### config.mk
export PLATFORM = sky130hd
export DESIGN_NAME = alu_exec_unit
export DESIGN_NICKNAME = d
export VERILOG_FILES = /design/src/rtl/alu_exec_pkg.sv /design/src/rtl/alu_exec_unit_decode.sv /design/src/rtl/alu_exec_unit.sv
export SDC_FILE = /design/constraint.sdc
export NUM_CORES = 1
export LEC_CHECK = 0
export CAP_MARGIN = 0
export CELL_PAD_IN_SITES_DETAIL_PLACEMENT = 0
export CELL_PAD_IN_SITES_GLOBAL_PLACEMENT = 1
export CORE_MARGIN = 4
export CORE_UTILIZATION = 40
export DETAILED_ROUTE_END_ITERATION = 10
export PLACE_DENSITY_LB_ADDON = 0.1
export SLEW_MARGIN = 20
export SYNTH_ARGS = -nofsm -noshare
export SYNTH_HDL_FRONTEND = slang
export SYNTH_HIERARCHICAL = 1
export SYNTH_SLANG_ARGS = --single-unit
### constraint.sdc
create_clock -name CLK -period 2 [get_ports CLK]
set_input_delay 0.2 -clock CLK [delete_from_list [all_inputs] [get_ports CLK]]
set_output_delay 0.2 -clock CLK [all_outputs]
set_load 0.02 [all_outputs]
### src/rtl/alu_exec_pkg.sv
// Shared definitions for the execute-stage ALU.
// Provides the opcode and funct3 constants, the decoded ALU operation enum
// and the ALU FSM state encoding.
package alu_exec_pkg;

  localparam logic [6:0] LOAD   = 7'b0000011;
  localparam logic [6:0] STORE  = 7'b0100011;
  localparam logic [6:0] LUI    = 7'b0110111;
  localparam logic [6:0] AUIPC  = 7'b0010111;
  localparam logic [6:0] OP_IMM = 7'b0010011;
  localparam logic [6:0] OP_REG = 7'b0110011;

  localparam logic [2:0] F3_ADD_SUB = 3'b000;
  localparam logic [2:0] F3_SLL     = 3'b001;
  localparam logic [2:0] F3_SLT     = 3'b010;
  localparam logic [2:0] F3_SLTU    = 3'b011;
  localparam logic [2:0] F3_XOR     = 3'b100;
  localparam logic [2:0] F3_SR      = 3'b101;
  localparam logic [2:0] F3_OR      = 3'b110;
  localparam logic [2:0] F3_AND     = 3'b111;

  typedef enum logic [3:0] {
    ALU_ADD,
    ALU_SUB,
    ALU_SLL,
    ALU_SLT,
    ALU_SLTU,
    ALU_XOR,
    ALU_SRL,
    ALU_SRA,
    ALU_OR,
    ALU_AND
  } alu_op_e;

  typedef enum logic [1:0] {
    ST_IDLE  = 2'd0,
    ST_SHIFT = 2'd1,
    ST_DONE  = 2'd2
  } state_e;

endpackage

### src/rtl/alu_exec_unit_decode.sv
// alu_op_decode: maps OPCODE/FUNCT3/bit30 to the ALU operation.
// Purely combinational so the hazard/forwarding logic can reuse it.
// Ports: i_opcode, i_funct3, i_funct7_5 in; o_op out (alu_op_e).
module alu_op_decode
  import alu_exec_pkg::*;
(
  input  logic [6:0] i_opcode,
  input  logic [2:0] i_funct3,
  input  logic       i_funct7_5,
  output alu_op_e    o_op
);

  always_comb begin
    o_op = ALU_ADD;
    case (i_opcode)
      OP_REG, OP_IMM: begin
        case (i_funct3)
          // Bit 30 means SUB only for register-register; ADDI ignores it.
          F3_ADD_SUB: o_op = (i_opcode == OP_REG && i_funct7_5) ? ALU_SUB : ALU_ADD;
          F3_SLL:     o_op = ALU_SLL;
          F3_SLT:     o_op = ALU_SLT;
          F3_SLTU:    o_op = ALU_SLTU;
          F3_XOR:     o_op = ALU_XOR;
          F3_SR:      o_op = i_funct7_5 ? ALU_SRA : ALU_SRL;
          F3_OR:      o_op = ALU_OR;
          F3_AND:     o_op = ALU_AND;
          default:    o_op = ALU_ADD;
        endcase
      end
      LOAD, STORE, LUI, AUIPC: o_op = ALU_ADD;
      default:                 o_op = ALU_ADD;
    endcase
  end

endmodule

### src/rtl/alu_exec_unit.sv
// Execute-stage integer ALU with valid/ready handshake on both sides.
// Single-cycle add/compare/logic; shifts iterate one bit per cycle unless
// ITERATIVE_SHIFT = 0, in which case they use a barrel shifter.
// Ports: CLK, RESET (async, active-high); ALU_EN/IN_READY input handshake;
// DATA0/DATA1 operands; OPCODE/FUNCT3/FUNCT7_5 controls; RESULT/OUT_VALID/
// OUT_READY output handshake; BUSY while an iterative shift runs.
//
// state | meaning
// IDLE  | ready for a new operation
// SHIFT | iterative shift running, one bit per cycle
// DONE  | RESULT presented, waiting for OUT_READY
module alu_exec_unit
  import alu_exec_pkg::*;
#(
  parameter int XLEN            = 32,
  parameter bit ITERATIVE_SHIFT = 1'b1
) (
  input  logic            CLK,
  input  logic            RESET,
  input  logic            ALU_EN,
  output logic            IN_READY,
  input  logic [XLEN-1:0] DATA0,
  input  logic [XLEN-1:0] DATA1,
  input  logic [6:0]      OPCODE,
  input  logic [2:0]      FUNCT3,
  input  logic            FUNCT7_5,
  output logic [XLEN-1:0] RESULT,
  output logic            OUT_VALID,
  input  logic            OUT_READY,
  output logic            BUSY
);

  localparam int SHW = $clog2(XLEN);

  localparam logic [1:0] S_IDLE  = ST_IDLE;
  localparam logic [1:0] S_SHIFT = ST_SHIFT;
  localparam logic [1:0] S_DONE  = ST_DONE;

  logic [1:0]             r_state;
  logic [XLEN-1:0]        r_result;
  logic [XLEN-1:0]        r_shreg;
  logic [SHW-1:0]         r_cnt;
  logic                   r_left;
  logic                   r_arith;

  alu_op_e                w_op;
  logic [SHW-1:0]         w_shamt;
  logic                   w_is_shift;
  logic                   w_start_iter;
  logic signed [XLEN-1:0] w_data0_s;
  logic [XLEN-1:0]        w_comb_result;
  logic [XLEN-1:0]        w_shreg_next;

  alu_op_decode u_decode (
    .i_opcode   (OPCODE),
    .i_funct3   (FUNCT3),
    .i_funct7_5 (FUNCT7_5),
    .o_op       (w_op)
  );

  assign w_shamt      = DATA1[SHW-1:0];
  assign w_data0_s    = DATA0;
  assign w_is_shift   = (w_op == ALU_SLL) || (w_op == ALU_SRL) || (w_op == ALU_SRA);
  // A zero shift amount skips SHIFT; the combinational path already yields DATA0.
  assign w_start_iter = ITERATIVE_SHIFT && w_is_shift && (w_shamt != '0);

  always_comb begin
    w_comb_result = '0;
    case (w_op)
      ALU_ADD:  w_comb_result = DATA0 + DATA1;
      ALU_SUB:  w_comb_result = DATA0 - DATA1;
      ALU_SLL:  w_comb_result = DATA0 << w_shamt;
      ALU_SLT:  w_comb_result = {{(XLEN-1){1'b0}}, ($signed(DATA0) < $signed(DATA1))};
      ALU_SLTU: w_comb_result = {{(XLEN-1){1'b0}}, (DATA0 < DATA1)};
      ALU_XOR:  w_comb_result = DATA0 ^ DATA1;
      ALU_SRL:  w_comb_result = DATA0 >> w_shamt;
      ALU_SRA:  w_comb_result = w_data0_s >>> w_shamt;
      ALU_OR:   w_comb_result = DATA0 | DATA1;
      ALU_AND:  w_comb_result = DATA0 & DATA1;
      default:  w_comb_result = '0;
    endcase
  end

  // The MSB stays in place during an arithmetic right shift, so the original
  // sign bit is replicated at every step.
  assign w_shreg_next = r_left ? {r_shreg[XLEN-2:0], 1'b0}
                               : {r_arith & r_shreg[XLEN-1], r_shreg[XLEN-1:1]};

  always_ff @(posedge CLK or posedge RESET) begin
    if (RESET) begin
      r_state  <= S_IDLE;
      r_result <= '0;
      r_shreg  <= '0;
      r_cnt    <= '0;
      r_left   <= 1'b0;
      r_arith  <= 1'b0;
    end else begin
      case (r_state)
        S_IDLE: begin
          if (ALU_EN) begin
            if (w_start_iter) begin
              r_shreg <= DATA0;
              r_cnt   <= w_shamt;
              r_left  <= (w_op == ALU_SLL);
              r_arith <= (w_op == ALU_SRA);
              r_state <= S_SHIFT;
            end else begin
              r_result <= w_comb_result;
              r_state  <= S_DONE;
            end
          end
        end
        S_SHIFT: begin
          r_shreg <= w_shreg_next;
          r_cnt   <= r_cnt - 1'b1;
          if (r_cnt == SHW'(1)) begin
            r_result <= w_shreg_next;
            r_state  <= S_DONE;
          end
        end
        S_DONE: begin
          if (OUT_READY) r_state <= S_IDLE;
        end
        default: r_state <= S_IDLE;
      endcase
    end
  end

  assign IN_READY  = (r_state == S_IDLE);
  assign BUSY      = (r_state == S_SHIFT);
  assign OUT_VALID = (r_state == S_DONE);
  assign RESULT    = r_result;

endmodule
==> results.md, run 1 <==
Outcome:
- The checks that failed: setup timing.
- The flow ran to the end, but the final reports show violations.

Timing:
- The final number of hold-violating endpoints is 0.
- The highest clock frequency the design can meet is 360 MHz.
- Setup repair after global routing could not meet its margin everywhere.
- The relative max-transition margin is 0.572.
- The share of the clock period used by the worst path is 1.39.
- Setup slack on the critical path of the routed design comes to -0.780 ns.
- The time the final worst path needs with I/O delays and setup is between 2 and 3 ns.
- At the pin with the least slew margin, the transition time is ~0.64 ns.
- The number of max-slew violations in the final report was 0.
- Across the routed clock network, the largest skew measured is between 0.01 and 0.015 ns.
- Setup violations remaining at the end of the flow were counted as 73.

GRT:
- The number of antenna violations at the first check in global routing is 2.
- In the global route stage, met3 resource usage came out at 0.108.
- For this run, global-route usage on met2 was measured as 0.602.
- In the global route stage, overall resource usage came out at 0.402.
- The most congested layer reported by global routing is met2.
- The via count of the first global-routing pass is ~17000.
- The largest net degree at the start of global routing is 70.
- The first-pass GRT wire length is between 100000 and 150000 um.
- The met1 usage is 0.549.
- The total overflow left after global routing is 0.

Setup path:
- The delay contributed by the slowest stage of the critical path is about 0.36 ns.
- On the critical path, the stage with the largest delay is an instance of a221o_1.
- The signal on the critical path passes through buf_6 > nor4b_4 > nand3_2 > a311oi_4 > buf_12 > buf_4 > buf_8 > clkbuf_16 > nor4_4 > buf_4 > nand2_1 > buf_6 > nor2_4 > a221o_1 > a221oi_2 > o21ai_2 > a21oi_1 > o21ai_0.
- The startpoint-to-endpoint class of the critical path is in2reg.
- The data required time at the worst endpoint is 2.24 ns.
- Data arrives at the worst endpoint at a little over 3 ns.
- Grouping stages by cell kind, the critical path spends the most delay in compound AO/OA/AOI/OAI gates.
- The worst setup path is captured at a register.
- The number of buffer and inverter instances along the worst setup path is 7.
- In this run the worst path has a maximum fanout of 6.
- STA classifies the critical path startpoint as a primary input.

Floorplan:
- The initial utilization of the core area, before any placement, comes to 0.410.
- The total core area is a little over 30000 um^2.
- The floorplan step defined a die boundary enclosing ~35000 um^2.
- Measured along the y axis, the die boundary spans roughly 190 um.
- The width of the chip is ~190 um.
- After floorplanning, the core was divided into 64 placement rows.
- The I/O pin count is approximately 110.

Clocking:
- In this run the clock root is driven by a clkbuf_16.
- For this design, the CTS-stage hold fixing added 0 buffers.
- The TritonCTS clock tree is done.
- After clock tree synthesis, the clock-pin slew on the worst setup and hold paths is about 0.070 ns.
- The number of levels the H-tree was split into is 3.
- The number of buffers inserted during clock tree synthesis is 9.
- The clock reaches the later pin of the worst-skew pair after about 0.36 ns.
- The largest buffer count on any clock path is 2.
- The clock drives 73 sinks.

Flow run:
- The count of maximum capacitance violations is 0.

Power:
- Across the VDD grid, the largest voltage drop is 423 uV.
- Of the total power, combinational logic draws 0.625.
- The analysis attributes to net switching a power of ~0.0042 W.
- The internal power contribution is ~0.0057 W.
- In this run the power density over the cells is around 450 nW/um^2.
- The switching share of total power is 0.424.
- The total power is slightly below 0.01 W.
- The clock share of power is 0.177.
- For this design the static power due to leakage is 10.0 nW.
- Of the total power, registers draw 0.198.

Detailed routing:
- The DRC violation count after routing is 0.
- The first detailed-routing pass took 6 iterations.
- In the routed layout, each cell is associated on average with a via count of about 6.3.
- Once detail routing completed, the nets flagged for antenna violations numbered 0.
- The via count is 18000.
- In this run, the number of DRC markers left after iteration 0 of detailed routing was ~2400.
- The routed design has around 73000 um of wire.
- In the final routed layout, each cell accounts on average for between 20 and 30 um.

Yosys:
- The share of synthesized area in the top cell type comes to 0.144.
- In the synthesized netlist the dominant register cell turns out to be dfrtp_1.
- The post-synthesis area per instance is a little over 7 um^2.
- The total standard cell area after synthesis is 12700 um^2.
- The Yosys step of the flow raised 6 warnings.
- The number of enable-type register cells in the synthesized netlist is 0.
- Synthesis inferred 73 register bits.
- Synthesis produced a netlist whose cell count is roughly 1700.
- The async set or reset register ratio after synthesis is 1.00.
- In the post-synthesis netlist, the biggest area contributors are dfrtp_1 14%, ha_1 10%, mux2i_1 7.6%.
- Synthesis produced a netlist with a net count of 1931.
- The number of different library cells used by synthesis comes to 93.
- The proportion of synthesized chip area in sequential cells is 0.144.
- The top cell type by total area after synthesis is dfrtp_1.

Place:
- The detailed-placement wirelength estimate is ~56000 um.
- At the end of routability-driven placement, the weighted congestion stood at between 1 and 1.5.
- The number of input and output port buffers inserted is roughly 110.

Final layout:
- At the end of the flow, the number of nets in the layout was 2650.
- In the final layout, the share of cells above drive strength 1 is 0.467.
- Once layout is complete, the utilization of the core stands at 0.720.
- From synthesis to final layout, the design area changed by 75.7%.

Min path:
- The worst min-delay path class is in2async.
flip-flops by register name (all words and copies together), names as in the netlist:
name,flops
RESULT,32
r_arith,1
r_cnt,5
r_left,1
r_shreg,32
r_state,2
power by group through the flow:
stage	clock network [W]	logic, W	registers, W
6_report	0.00176	0.00621	0.00197
5_1_grt	0.00183	0.00649	0.00198
4_1_cts	0.00177	0.00575	0.00195
3_5_place_dp	0	0.00509	0.00197
3_3_place_gp	0	0.00505	0.00197
2_1_floorplan	0	0.00221	0.00211
cells in the mapped netlist (12+ instances only):
library cell and count:
nand4_1 13, buf_1 12, dfrtp_1 73, o211ai_1 31, inv_1 104, o221ai_1 14
nor2_1 204, nor4_1 15, buf_2 29, nand2b_1 17, nand3_1 30, nand2_1 186
clkbuf_1 84, mux4_2 19, o22ai_1 15, ha_1 102, a221o_1 15, a21o_1 26
o21ai_0 132, a211oi_1 28, a221oi_1 17, nor3_1 32, mux2i_1 96, a31oi_1 18
a21oi_1 171, mux2_2 49
per-layer routing:
layer | wire length (um) | up-vias
met4 | 3920 | 2
met2 | 31200 | 1264
met5 | 13 | -
met1 | 28800 | 8579
li1 | - | 7841
met3 | 9050 | 281
logic make-up (layout without fill, tap and decap cells):
group | Yosys count | count (layout) | synth area share
AO/OA/AOI/OAI | 593 | 594 | 0.309
AND/OR/NAND/NOR | 559 | 559 | 0.199
buffers and inverters | 240 | 963 | 0.0786
multiplexers | 166 | 166 | 0.156
adder cells (fa/ha/maj) | 104 | 104 | 0.104
flip-flops | 73 | 73 | 0.144
XOR/XNOR | 13 | 13 | 0.00899
other | 0 | 1 | 0
worst paths after layout:
path                                  startpoint                 endpoint  slack (ns)  cells past startpoint
min in group CLK                        DATA0[0]   r_shreg[0]$_DFFE_PP0P_        0.33                      4
min                                        RESET  r_shreg[31]$_DFFE_PP0P_        0.24                      2
max in group asynchronous                  RESET    RESULT[8]$_DFFE_PP0P_        1.20                      3
min reg2reg                RESULT[6]$_DFFE_PP0P_    RESULT[6]$_DFFE_PP0P_        0.48                      2
max reg2reg                 r_cnt[1]$_DFFE_PP0P_   RESULT[23]$_DFFE_PP0P_       -0.60                     13
max                                    OPCODE[6]    RESULT[5]$_DFFE_PP0P_       -0.78                     18
timing repair:
action,4_1_cts,5_1_grt
gates cloned,4,5
setup endpoints to repair,73,74
buffers inserted,85,45
pin swaps,117,117
resized for setup,463,168
cell usage in the layout (no fill, tap or decap), drive strengths merged, types with 27 or more instances in the layout:
cell	count
buf	743
nor2	205
nand2	186
a21oi	173
o21ai	137
inv	107
ha	102
mux2i	96
dfrtp	73
clkdlybuf4s50	55
mux2	51
nor3	34
o211ai	33
a211oi	32
nand3	31
a21o	27
cell type report:
| type | count | area (um^2) |
|---|---|---|
| diodes | 1 | 2.50 |
| clock buffers | 9 | 225 |
| clock inverters | 7 | 83.8 |
| fillers | 2462 | 8670 |
| inverters | 106 | 448 |
| multi-input cells | 1436 | 11800 |
| flip-flops and latches | 73 | 1830 |
| well taps | 396 | 495 |
| repair buffers | 841 | 7370 |
per-stage QoR:
stage	TNS, ns	hold WS (ns)	instance area [um^2]	std cells	setup slack [ns]
6_report	-28.76	0.240	22200	2869	-0.780
5_1_grt	-33.89	0.253	22200	2869	-0.906
4_1_cts	-22.87	0.239	21300	2827	-0.828
3_5_place_dp	-87.67	0.467	18700	2726	-1.78
3_3_place_gp	-83.94	0.452	18700	2726	-1.75
2_1_floorplan	-24.71	0.307	13100	1748	-0.952
No activity file was read; power rests on OpenSTA's default activity.
==> run 2, diff against run 1 <==
--- a/config.mk
+++ b/config.mk
@@ -5,6 +5,7 @@
 export SDC_FILE = /design/constraint.sdc
 export NUM_CORES = 1
 export LEC_CHECK = 0
+export ABC_CLOCK_PERIOD_IN_PS = 2000
 export CAP_MARGIN = 0
 export CELL_PAD_IN_SITES_DETAIL_PLACEMENT = 0
 export CELL_PAD_IN_SITES_GLOBAL_PLACEMENT = 1
==> results of run 2 <==
Same layout as run 1: the final DEF is identical, and so are final timing and power.
